===== config.mk =====
export PLATFORM = sky130hd
export DESIGN_NAME = imuldiv_mul_div_dispatch_flat
export DESIGN_NICKNAME = d
export VERILOG_FILES = /design/src/rtl/imuldiv_mul_div_dispatch_if.sv /design/src/rtl/imuldiv_mul_div_dispatch.sv /design/src/flat_wrapper.sv
export SDC_FILE = /design/constraint.sdc
export NUM_CORES = 1
export LEC_CHECK = 0
export ABC_AREA = 1
export BUFFER_PORTS_ARGS = -buffer_cell sky130_fd_sc_hd__clkbuf_2
export CORE_AREA = 10 10 135 137
export DETAILED_ROUTE_END_ITERATION = 12
export DIE_AREA = 0 0 145 147
export MAX_ROUTING_LAYER = met4
export PLACE_DENSITY_LB_ADDON = 0.15
export SETUP_SLACK_MARGIN = 0.5
export SLEW_MARGIN = 40
export SYNTH_ARGS = -nofsm -noshare
export SYNTH_HDL_FRONTEND = slang
export SYNTH_SLANG_ARGS = --single-unit

===== constraint.sdc =====
create_clock -name clk -period 3.8 [get_ports clk]
set_clock_uncertainty 0.2 [all_clocks]
set_input_delay 0.76 -clock clk [delete_from_list [all_inputs] [get_ports clk]]
set_output_delay 0.76 -clock clk [all_outputs]
set_load 0.005 [all_outputs]

===== src/rtl/imuldiv_mul_div_dispatch_if.sv =====
// ----------------------------------------------------------------------------
// imuldiv_mul_div_dispatch_if
//
// Bundles every handshake bus around the mul/div dispatcher:
//   muldivreq_*  : client request  (fn, a, b, val/rdy)
//   muldivresp_* : client response (result, val/rdy)
//   mulreq_*     : request to the multiplier unit
//   mulresp_*    : 64-bit product from the multiplier unit
//   divreq_*     : request to the divider unit (fn: 0 signed, 1 unsigned)
//   divresp_*    : {remainder, quotient} from the divider unit
//
// Modports:
//   slave  - the dispatcher's view (serves the client, drives the units)
//   master - the surrounding environment's view (client plus both units)
// ----------------------------------------------------------------------------
interface imuldiv_mul_div_dispatch_if;

   logic [2:0]  muldivreq_msg_fn;
   logic [31:0] muldivreq_msg_a;
   logic [31:0] muldivreq_msg_b;
   logic        muldivreq_val;
   logic        muldivreq_rdy;

   logic [31:0] muldivresp_msg_result;
   logic        muldivresp_val;
   logic        muldivresp_rdy;

   logic [31:0] mulreq_msg_a;
   logic [31:0] mulreq_msg_b;
   logic        mulreq_val;
   logic        mulreq_rdy;

   logic [63:0] mulresp_msg_result;
   logic        mulresp_val;
   logic        mulresp_rdy;

   logic        divreq_msg_fn;
   logic [31:0] divreq_msg_a;
   logic [31:0] divreq_msg_b;
   logic        divreq_val;
   logic        divreq_rdy;

   logic [63:0] divresp_msg_result;
   logic        divresp_val;
   logic        divresp_rdy;

   modport slave (
      input  muldivreq_msg_fn, muldivreq_msg_a, muldivreq_msg_b, muldivreq_val,
      output muldivreq_rdy,
      output muldivresp_msg_result, muldivresp_val,
      input  muldivresp_rdy,
      output mulreq_msg_a, mulreq_msg_b, mulreq_val,
      input  mulreq_rdy,
      input  mulresp_msg_result, mulresp_val,
      output mulresp_rdy,
      output divreq_msg_fn, divreq_msg_a, divreq_msg_b, divreq_val,
      input  divreq_rdy,
      input  divresp_msg_result, divresp_val,
      output divresp_rdy
   );

   modport master (
      output muldivreq_msg_fn, muldivreq_msg_a, muldivreq_msg_b, muldivreq_val,
      input  muldivreq_rdy,
      input  muldivresp_msg_result, muldivresp_val,
      output muldivresp_rdy,
      input  mulreq_msg_a, mulreq_msg_b, mulreq_val,
      output mulreq_rdy,
      output mulresp_msg_result, mulresp_val,
      input  mulresp_rdy,
      input  divreq_msg_fn, divreq_msg_a, divreq_msg_b, divreq_val,
      output divreq_rdy,
      output divresp_msg_result, divresp_val,
      input  divresp_rdy
   );

endinterface


===== src/rtl/imuldiv_mul_div_dispatch.sv =====
// ----------------------------------------------------------------------------
// imuldiv_mul_div_dispatch
//
// Accepts one mul/div/rem request at a time, forwards it to the multiplier or
// divider unit, collects that unit's answer, selects the 32-bit result and
// returns it to the client. Exactly one operation is outstanding at any time.
//
// fn encoding: 0 MUL, 1 DIV, 2 DIVU, 3 REM, 4 REMU; 5-7 are illegal and are
// answered immediately with a zero result without touching either unit.
//
// Ports:
//   clk   - single clock, all state changes on its rising edge
//   reset - asynchronous, active-high; abandons any operation in flight
//   bus   - all request/response handshakes (see imuldiv_mul_div_dispatch_if)
//
// Every output is decoded from registered state only, so no input reaches an
// output combinationally.
// ----------------------------------------------------------------------------
module imuldiv_mul_div_dispatch (
   input logic                           clk,
   input logic                           reset,
   imuldiv_mul_div_dispatch_if.slave     bus
);

   typedef enum logic [2:0] {
      IDLE,
      REQ_MUL,
      REQ_DIV,
      WAIT_MUL,
      WAIT_DIV,
      RESP
   } state_t;

   localparam logic [2:0] FN_MUL  = 3'd0;
   localparam logic [2:0] FN_DIVU = 3'd2;
   localparam logic [2:0] FN_REM  = 3'd3;
   localparam logic [2:0] FN_REMU = 3'd4;

   state_t      state;
   state_t      state_nxt;

   logic [2:0]  fn_q;
   logic [31:0] a_q;
   logic [31:0] b_q;
   logic [31:0] result_q;

   logic        accept;
   logic        fn_is_rem;
   logic        fn_is_unsigned;

   // Only the low product word and the selected divider half are ever used;
   // the high product word is folded here so it is visibly consumed.
   logic        unused_mul_hi;
   assign unused_mul_hi = ^bus.mulresp_msg_result[63:32];

   assign accept         = (state == IDLE) && bus.muldivreq_val;
   assign fn_is_rem      = (fn_q == FN_REM)  || (fn_q == FN_REMU);
   assign fn_is_unsigned = (fn_q == FN_DIVU) || (fn_q == FN_REMU);

   // -------------------------------------------------------------------------
   // State register
   // -------------------------------------------------------------------------
   // NOTE: sequential state uses non-blocking assignments so every flop samples
   // the pre-edge values regardless of block ordering.
   always_ff @(posedge clk or posedge reset) begin
      if (reset) begin
         state <= IDLE;
      end else begin
         state <= state_nxt;
      end
   end

   // -------------------------------------------------------------------------
   // Operand and result registers. Operands move only on an IDLE accept, which
   // keeps the unit request fields stable until the unit takes them.
   // -------------------------------------------------------------------------
   always_ff @(posedge clk or posedge reset) begin
      if (reset) begin
         fn_q     <= '0;
         a_q      <= '0;
         b_q      <= '0;
         result_q <= '0;
      end else begin
         if (accept) begin
            fn_q <= bus.muldivreq_msg_fn;
            a_q  <= bus.muldivreq_msg_a;
            b_q  <= bus.muldivreq_msg_b;
            // Illegal functions skip the units and answer with zero.
            if (bus.muldivreq_msg_fn > FN_REMU) begin
               result_q <= '0;
            end
         end
         if ((state == WAIT_MUL) && bus.mulresp_val) begin
            result_q <= bus.mulresp_msg_result[31:0];
         end
         if ((state == WAIT_DIV) && bus.divresp_val) begin
            result_q <= fn_is_rem ? bus.divresp_msg_result[63:32]
                                  : bus.divresp_msg_result[31:0];
         end
      end
   end

   assign bus.muldivresp_msg_result = result_q;

   // -------------------------------------------------------------------------
   // Next-state and Moore output decode
   // -------------------------------------------------------------------------
   // NOTE: every signal written here gets a default first; a path that leaves
   // one unassigned would infer a latch.
   always_comb begin
      state_nxt          = state;
      bus.muldivreq_rdy  = 1'b0;
      bus.muldivresp_val = 1'b0;
      bus.mulreq_val     = 1'b0;
      bus.mulreq_msg_a   = '0;
      bus.mulreq_msg_b   = '0;
      bus.mulresp_rdy    = 1'b0;
      bus.divreq_val     = 1'b0;
      bus.divreq_msg_fn  = 1'b0;
      bus.divreq_msg_a   = '0;
      bus.divreq_msg_b   = '0;
      bus.divresp_rdy    = 1'b0;

      case (state)
         IDLE: begin
            bus.muldivreq_rdy = 1'b1;
            if (bus.muldivreq_val) begin
               if (bus.muldivreq_msg_fn == FN_MUL) begin
                  state_nxt = REQ_MUL;
               end else if (bus.muldivreq_msg_fn <= FN_REMU) begin
                  state_nxt = REQ_DIV;
               end else begin
                  state_nxt = RESP;
               end
            end
         end

         REQ_MUL: begin
            bus.mulreq_val   = 1'b1;
            bus.mulreq_msg_a = a_q;
            bus.mulreq_msg_b = b_q;
            if (bus.mulreq_rdy) begin
               state_nxt = WAIT_MUL;
            end
         end

         REQ_DIV: begin
            bus.divreq_val    = 1'b1;
            bus.divreq_msg_fn = fn_is_unsigned;
            bus.divreq_msg_a  = a_q;
            bus.divreq_msg_b  = b_q;
            if (bus.divreq_rdy) begin
               state_nxt = WAIT_DIV;
            end
         end

         WAIT_MUL: begin
            bus.mulresp_rdy = 1'b1;
            if (bus.mulresp_val) begin
               state_nxt = RESP;
            end
         end

         WAIT_DIV: begin
            bus.divresp_rdy = 1'b1;
            if (bus.divresp_val) begin
               state_nxt = RESP;
            end
         end

         RESP: begin
            bus.muldivresp_val = 1'b1;
            if (bus.muldivresp_rdy) begin
               state_nxt = IDLE;
            end
         end

         default: begin
            state_nxt = IDLE;
         end
      endcase
   end

endmodule


===== src/flat_wrapper.sv =====
// flat-port wrapper written by rule: the top's interface ports become plain ports
module imuldiv_mul_div_dispatch_flat 
  (clk, reset, bus_muldivreq_msg_fn, bus_muldivreq_msg_a, bus_muldivreq_msg_b, bus_muldivreq_val, bus_muldivreq_rdy, bus_muldivresp_msg_result, bus_muldivresp_val, bus_muldivresp_rdy, bus_mulreq_msg_a, bus_mulreq_msg_b, bus_mulreq_val, bus_mulreq_rdy, bus_mulresp_msg_result, bus_mulresp_val, bus_mulresp_rdy, bus_divreq_msg_fn, bus_divreq_msg_a, bus_divreq_msg_b, bus_divreq_val, bus_divreq_rdy, bus_divresp_msg_result, bus_divresp_val, bus_divresp_rdy);
  imuldiv_mul_div_dispatch_if bus_i ();
  input logic clk;
  input logic reset;
  input wire logic [$bits(bus_i.muldivreq_msg_fn)-1:0] bus_muldivreq_msg_fn;
  input wire logic [$bits(bus_i.muldivreq_msg_a)-1:0] bus_muldivreq_msg_a;
  input wire logic [$bits(bus_i.muldivreq_msg_b)-1:0] bus_muldivreq_msg_b;
  input wire logic [$bits(bus_i.muldivreq_val)-1:0] bus_muldivreq_val;
  output wire logic [$bits(bus_i.muldivreq_rdy)-1:0] bus_muldivreq_rdy;
  output wire logic [$bits(bus_i.muldivresp_msg_result)-1:0] bus_muldivresp_msg_result;
  output wire logic [$bits(bus_i.muldivresp_val)-1:0] bus_muldivresp_val;
  input wire logic [$bits(bus_i.muldivresp_rdy)-1:0] bus_muldivresp_rdy;
  output wire logic [$bits(bus_i.mulreq_msg_a)-1:0] bus_mulreq_msg_a;
  output wire logic [$bits(bus_i.mulreq_msg_b)-1:0] bus_mulreq_msg_b;
  output wire logic [$bits(bus_i.mulreq_val)-1:0] bus_mulreq_val;
  input wire logic [$bits(bus_i.mulreq_rdy)-1:0] bus_mulreq_rdy;
  input wire logic [$bits(bus_i.mulresp_msg_result)-1:0] bus_mulresp_msg_result;
  input wire logic [$bits(bus_i.mulresp_val)-1:0] bus_mulresp_val;
  output wire logic [$bits(bus_i.mulresp_rdy)-1:0] bus_mulresp_rdy;
  output wire logic [$bits(bus_i.divreq_msg_fn)-1:0] bus_divreq_msg_fn;
  output wire logic [$bits(bus_i.divreq_msg_a)-1:0] bus_divreq_msg_a;
  output wire logic [$bits(bus_i.divreq_msg_b)-1:0] bus_divreq_msg_b;
  output wire logic [$bits(bus_i.divreq_val)-1:0] bus_divreq_val;
  input wire logic [$bits(bus_i.divreq_rdy)-1:0] bus_divreq_rdy;
  input wire logic [$bits(bus_i.divresp_msg_result)-1:0] bus_divresp_msg_result;
  input wire logic [$bits(bus_i.divresp_val)-1:0] bus_divresp_val;
  output wire logic [$bits(bus_i.divresp_rdy)-1:0] bus_divresp_rdy;
  assign bus_i.muldivreq_msg_fn = bus_muldivreq_msg_fn;
  assign bus_i.muldivreq_msg_a = bus_muldivreq_msg_a;
  assign bus_i.muldivreq_msg_b = bus_muldivreq_msg_b;
  assign bus_i.muldivreq_val = bus_muldivreq_val;
  assign bus_muldivreq_rdy = bus_i.muldivreq_rdy;
  assign bus_muldivresp_msg_result = bus_i.muldivresp_msg_result;
  assign bus_muldivresp_val = bus_i.muldivresp_val;
  assign bus_i.muldivresp_rdy = bus_muldivresp_rdy;
  assign bus_mulreq_msg_a = bus_i.mulreq_msg_a;
  assign bus_mulreq_msg_b = bus_i.mulreq_msg_b;
  assign bus_mulreq_val = bus_i.mulreq_val;
  assign bus_i.mulreq_rdy = bus_mulreq_rdy;
  assign bus_i.mulresp_msg_result = bus_mulresp_msg_result;
  assign bus_i.mulresp_val = bus_mulresp_val;
  assign bus_mulresp_rdy = bus_i.mulresp_rdy;
  assign bus_divreq_msg_fn = bus_i.divreq_msg_fn;
  assign bus_divreq_msg_a = bus_i.divreq_msg_a;
  assign bus_divreq_msg_b = bus_i.divreq_msg_b;
  assign bus_divreq_val = bus_i.divreq_val;
  assign bus_i.divreq_rdy = bus_divreq_rdy;
  assign bus_i.divresp_msg_result = bus_divresp_msg_result;
  assign bus_i.divresp_val = bus_divresp_val;
  assign bus_divresp_rdy = bus_i.divresp_rdy;
  imuldiv_mul_div_dispatch u_core (.clk(clk), .reset(reset), .bus(bus_i));
endmodule

# Word level (Yosys, flattened, before mapping)
# Cells that the tools add are included.
[totals]
register_bits = 102
input_bits = 203
[op_classes]
magnitude_cmp = 2
eq_ne = 14
muxes = 25
n_reduce_logical = 11
[ops]
columns = ["op", "count"]
rows = [
  ["2-to-1 mux 32 bit", 9],
  ["2-to-1 mux 3 bit", 8],
  ["case mux 3 bit (6 select lines)", 1],
  ["equality test 3 x 2 -> 1 bit (second input constant)", 4],
  ["!= test 2 bit (second input constant)", 6],
  ["equality test 3 bit (second input constant)", 3],
  ["2-to-1 mux 1 bit", 7],
  ["zero test 3 bit", 2],
  ["AND reduction 6 bit", 1],
  ["nonzero test 3 bit", 2],
  ["equality test 3 x 1 -> 1 bit (second input constant)", 1],
  ["> comparator 3 bit (second input constant)", 1],
  ["<= comparator 3 bit (second input constant)", 1],
  ["logical AND 1 bit", 3],
  ["logical OR 1 bit", 2],
  ["AND reduction 2 bit", 1],
]

# Logic depth before layout (Yosys ltp)
[depth]
ltp_word = 5
depth_mapped = 8

# Worst setup path after synthesis
# No wires, ideal clock.
[synth_timing]
kind = "register to output"
startpoint = "register u_core.state[2]"
endpoint = "output port bus_mulreq_msg_b[22]"
arrival_ns = 1.147
required_time_ns = 2.840
path_slack_ns = 1.693
stages_incl_launch_ff = 7
path_buffers = 3
path_cell_list = "dfrtp_1 > buf_2 > nor2_1 > nand2_1 > buf_2 > buf_2 > nor2_1"
[synth_between]
elab_chain_len = 2
[synth_rtl]
columns = ["item", "line", "rtl"]
rows = [
  ["start, declared", "imuldiv_mul_div_dispatch.sv:39", "state_t state;"],
  ["start signal, assigned", "imuldiv_mul_div_dispatch.sv:69", "state <= state_nxt;"],
  ["equality test 3 x 1 -> 1 bit", "imuldiv_mul_div_dispatch.sv:124", "case (state)"],
  ["2-to-1 mux 32 bit", "imuldiv_mul_div_dispatch.sv:124", ""],
  ["end, declared", "flat_wrapper.sv:16", "output wire logic [$bits(bus_i.mulreq_msg_b)-1:0] bus_mulreq_msg_b;"],
]
# No other way between the ends.

# Final worst setup path
[layout_timing]
startpoint = "register u_core.state[0]"
endpoint = "output port bus_mulreq_msg_a[18]"
[layout_between]
elab_chain_len = 2
[layout_rtl]
columns = ["item", "line", "rtl"]
rows = [
  ["equality test 3 x 1 -> 1 bit", "imuldiv_mul_div_dispatch.sv:124", ""],
  ["2-to-1 mux 32 bit", "imuldiv_mul_div_dispatch.sv:124", ""],
  ["end, declared", "flat_wrapper.sv:15", "output wire logic [$bits(bus_i.mulreq_msg_a)-1:0] bus_mulreq_msg_a;"],
]
# No other way between the ends.

==> summary.md <==
| Metric | Value |
|---|---|
| Status | `completed` |
| Leading area contributor after synthesis | `dfrtp_1` |
| Setup crit end kind | `output pin` |
| Area Growth Syn to Fin | `37.1%` |
| TritonCTS buffer count | `9` |
| Mapped cell area | `5620 µm²` |
| Final ANT Viol Nets | `0` |
| Worst slew pin tran | `729 ps` |
| Vias per cell | `4.53` |
| Most instantiated library cell after synthesis | `nand2_1` |
| Total leakage power | `4.39 nW` |
| Clock net sink count | `102` |
| CP startpoint kind | `flop` |
| Max_cap viols | `0` |
| Post-synth cell types | `23` |
| RSZ-0062 raised after global routing | `no` |
| CTS tree | `built` |
| Antenna violations before repair | `0` |
| Placed cell areas | `7380 µm²` |
| Max_slew headroom | `0.512` |
| First-pass GRT wire length | `32400 µm` |
| Synth warn | `0` |
| Ratio of cells with drive above 1 in the final layout | `0.347` |
| Core area | `15600 µm²` |
| Die width | `145 µm` |
| Vias | `5880` |
| Ys async rst share | `1.00` |
| Dpl cells | `1281` |
| Pins Over Slew Limit | `0` |
| Final Cell Area | `7710 µm²` |
| Post-DP HPWL | `16100 µm` |
| Largest net degree at the start of global routing | `135` |
| Die H | `147 µm` |
| 1st-iter DRT viols | `309` |
| Final setup TNS | `0 ps` |
| Syn Area/Cell | `7.26 µm²` |
| Pwr/cell area | `710 nW/µm²` |
| Post-synthesis sequential area ratio | `0.454` |
| # setup viols final | `0` |
| Max H-tree Level | `3` |
| Ant diodes | `0` |
| Hold buffer count at cts | `0` |
| Post-synth top area share | `0.454` |
| Top cells by area, synth | `dfrtp_1 (45%), nand2_1 (9.9%), nor2_1 (8.9%)` |
| Fin cells | `1297` |
| Rows | `46` |
| Grt total ovfl | `0` |
| WL per Instance | `16.0 µm` |
| Minimum clock period after layout | `2890 ps` |
| Syn Nets | `978` |
| Register clock-pin slew on the reported worst setup and hold paths | `70 ps` |
| EDFF count, synth | `0` |
| Data arrival, critical path | `1930 ps` |
| Hold Path Class | `primary input to asynchronous set/reset pin` |
| Total routed wirelength | `20800 µm` |
| #FFs+latches synth | `102` |
| Net count, final | `1280` |
| Crit Path Category | `flop to output pin` |
| GP Congestion | `0.857` |
| Skew-Pair Late Insertion Delay | `340 ps` |
| Clk root buf | `clkbuf_16` |
| Endpoints failing hold | `0` |
| Primary FF master, synth | `dfrtp_1` |
| Synth cell count leaders | `nand2_1 (148), nor2_1 (134), inv_1 (113), dfrtp_1 (102), nand3_1 (70)` |
| Vias in the first global route | `5804` |
| CTS Buffer Depth | `2` |
| Syn Inst Count | `774` |
| Achievable Freq | `0.346 GHz` |
| Final hold slack | `183 ps` |
| Total I/O pin count | `370` |
| Crit share post-route | `0.761` |
| Starting Density | `0.361` |
| Worst-path fanout max | `66` |
| FF-to-FF Start | `u_core.state[1]` |
| DRT Pass-1 Iters | `4` |
| DRC | `0` |
| VDD IR-drop max | `0.000372 V` |
| CP Data Required Time | `2840 ps` |
| Tot GR Track Use | `0.193` |
| DIE AREA | `21300 µm²` |
| Worst Setup SP | `u_core.state[0]` |
| IO buf count | `337` |
worst max-delay path, stage by stage (launching register included):
cell and delay [ps]:
dfrtp_1 440, inv_1 180, nor2_1 90, nand2_2 70, buf_4 510, nor2_1 100, clkbuf_2 150
registers in the layout, summed over array words and instances (netlist names):
register,count
u_core.state,3
u_core.bus.muldivresp_msg_result,32
u_core.a_q,32
u_core.fn_q,3
u_core.b_q,32
layout make-up:
cell class / count / area (µm²)
fillers: 1669 / 7890
flip-flops and latches: 102 / 2550
multi-input cells: 503 / 2350
repair buffers: 344 / 1780
inverters: 116 / 439
well taps: 216 / 270
clock buffers: 11 / 243
clock inverters: 5 / 81.3
where the power goes:
part | internal [W] | total [W] | leakage [nW] | switching (W)
clock | 0.000597 | 0.00101 | 0.156 | 0.000408
sequential | 0.00159 | 0.00179 | 1.27 | 0.000203
combinational | 0.000946 | 0.00267 | 2.97 | 0.00173
total | 0.00313 | 0.00547 | 4.39 | 0.00234
layout by cell type, fill, tap and decap left out, drive strengths merged, types with 7 or more instances in the layout:
cell type  instances
nand3             70
nand4             33
nand2            152
nor2             137
inv              116
nand3b            33
dfrtp            102
o21ai             75
clkbuf           348
buf                7
logic make-up (layout without fill, tap and decap cells):
family	after synthesis	in the layout	synth area share
fa+ha+maj	1	1	0.00222
buf+inv	169	476	0.132
simple gates	427	427	0.344
compound gates	75	75	0.0674
flops	102	102	0.454
repair_timing:
| action | in CTS | in global routing |
|---|---|---|
| hold endpoints to repair | 0 | 0 |
| gates resized for setup | 0 | 1 |
| setup endpoints to repair | 0 | 3 |
| buffers inserted | 0 | 0 |
layer usage:
metal / vias up / wire length [µm] / global-route usage
met3: 22 / 1550 / 0.0528
met2: 240 / 9860 / 0.309
met5: - / 0 / -
met4: 0 / 330 / 0.0557
met1: 2601 / 9050 / 0.235
li1: 3017 / - / -
path summary, 6_finish.rpt:
path | cells past startpoint | end | slack, ps
worst max-delay path | 6 | bus_mulreq_msg_a[18] | 910
max in group asynchronous | 3 | u_core.a_q[17] | 2400
worst max register to register | 7 | u_core.bus.muldivresp_msg_result[11] | 1340
min in group clk | 2 | u_core.bus.muldivresp_msg_result[2] | 320
worst min-delay path | 2 | u_core.bus.muldivresp_msg_result[0] | 180
worst min register to register | 2 | u_core.bus.muldivresp_msg_result[2] | 320
stage by stage:
stage	utilization	power, W	worst slack [ps]
3_5_place_dp	0.473	0.00452	1070
2_1_floorplan	-	0.00350	1620
6_report	0.494	0.00547	910
3_3_place_gp	0.473	0.00450	1080
5_1_grt	0.494	0.00598	728
4_1_cts	0.494	0.00555	689
(Power assumes the default switching activity.)
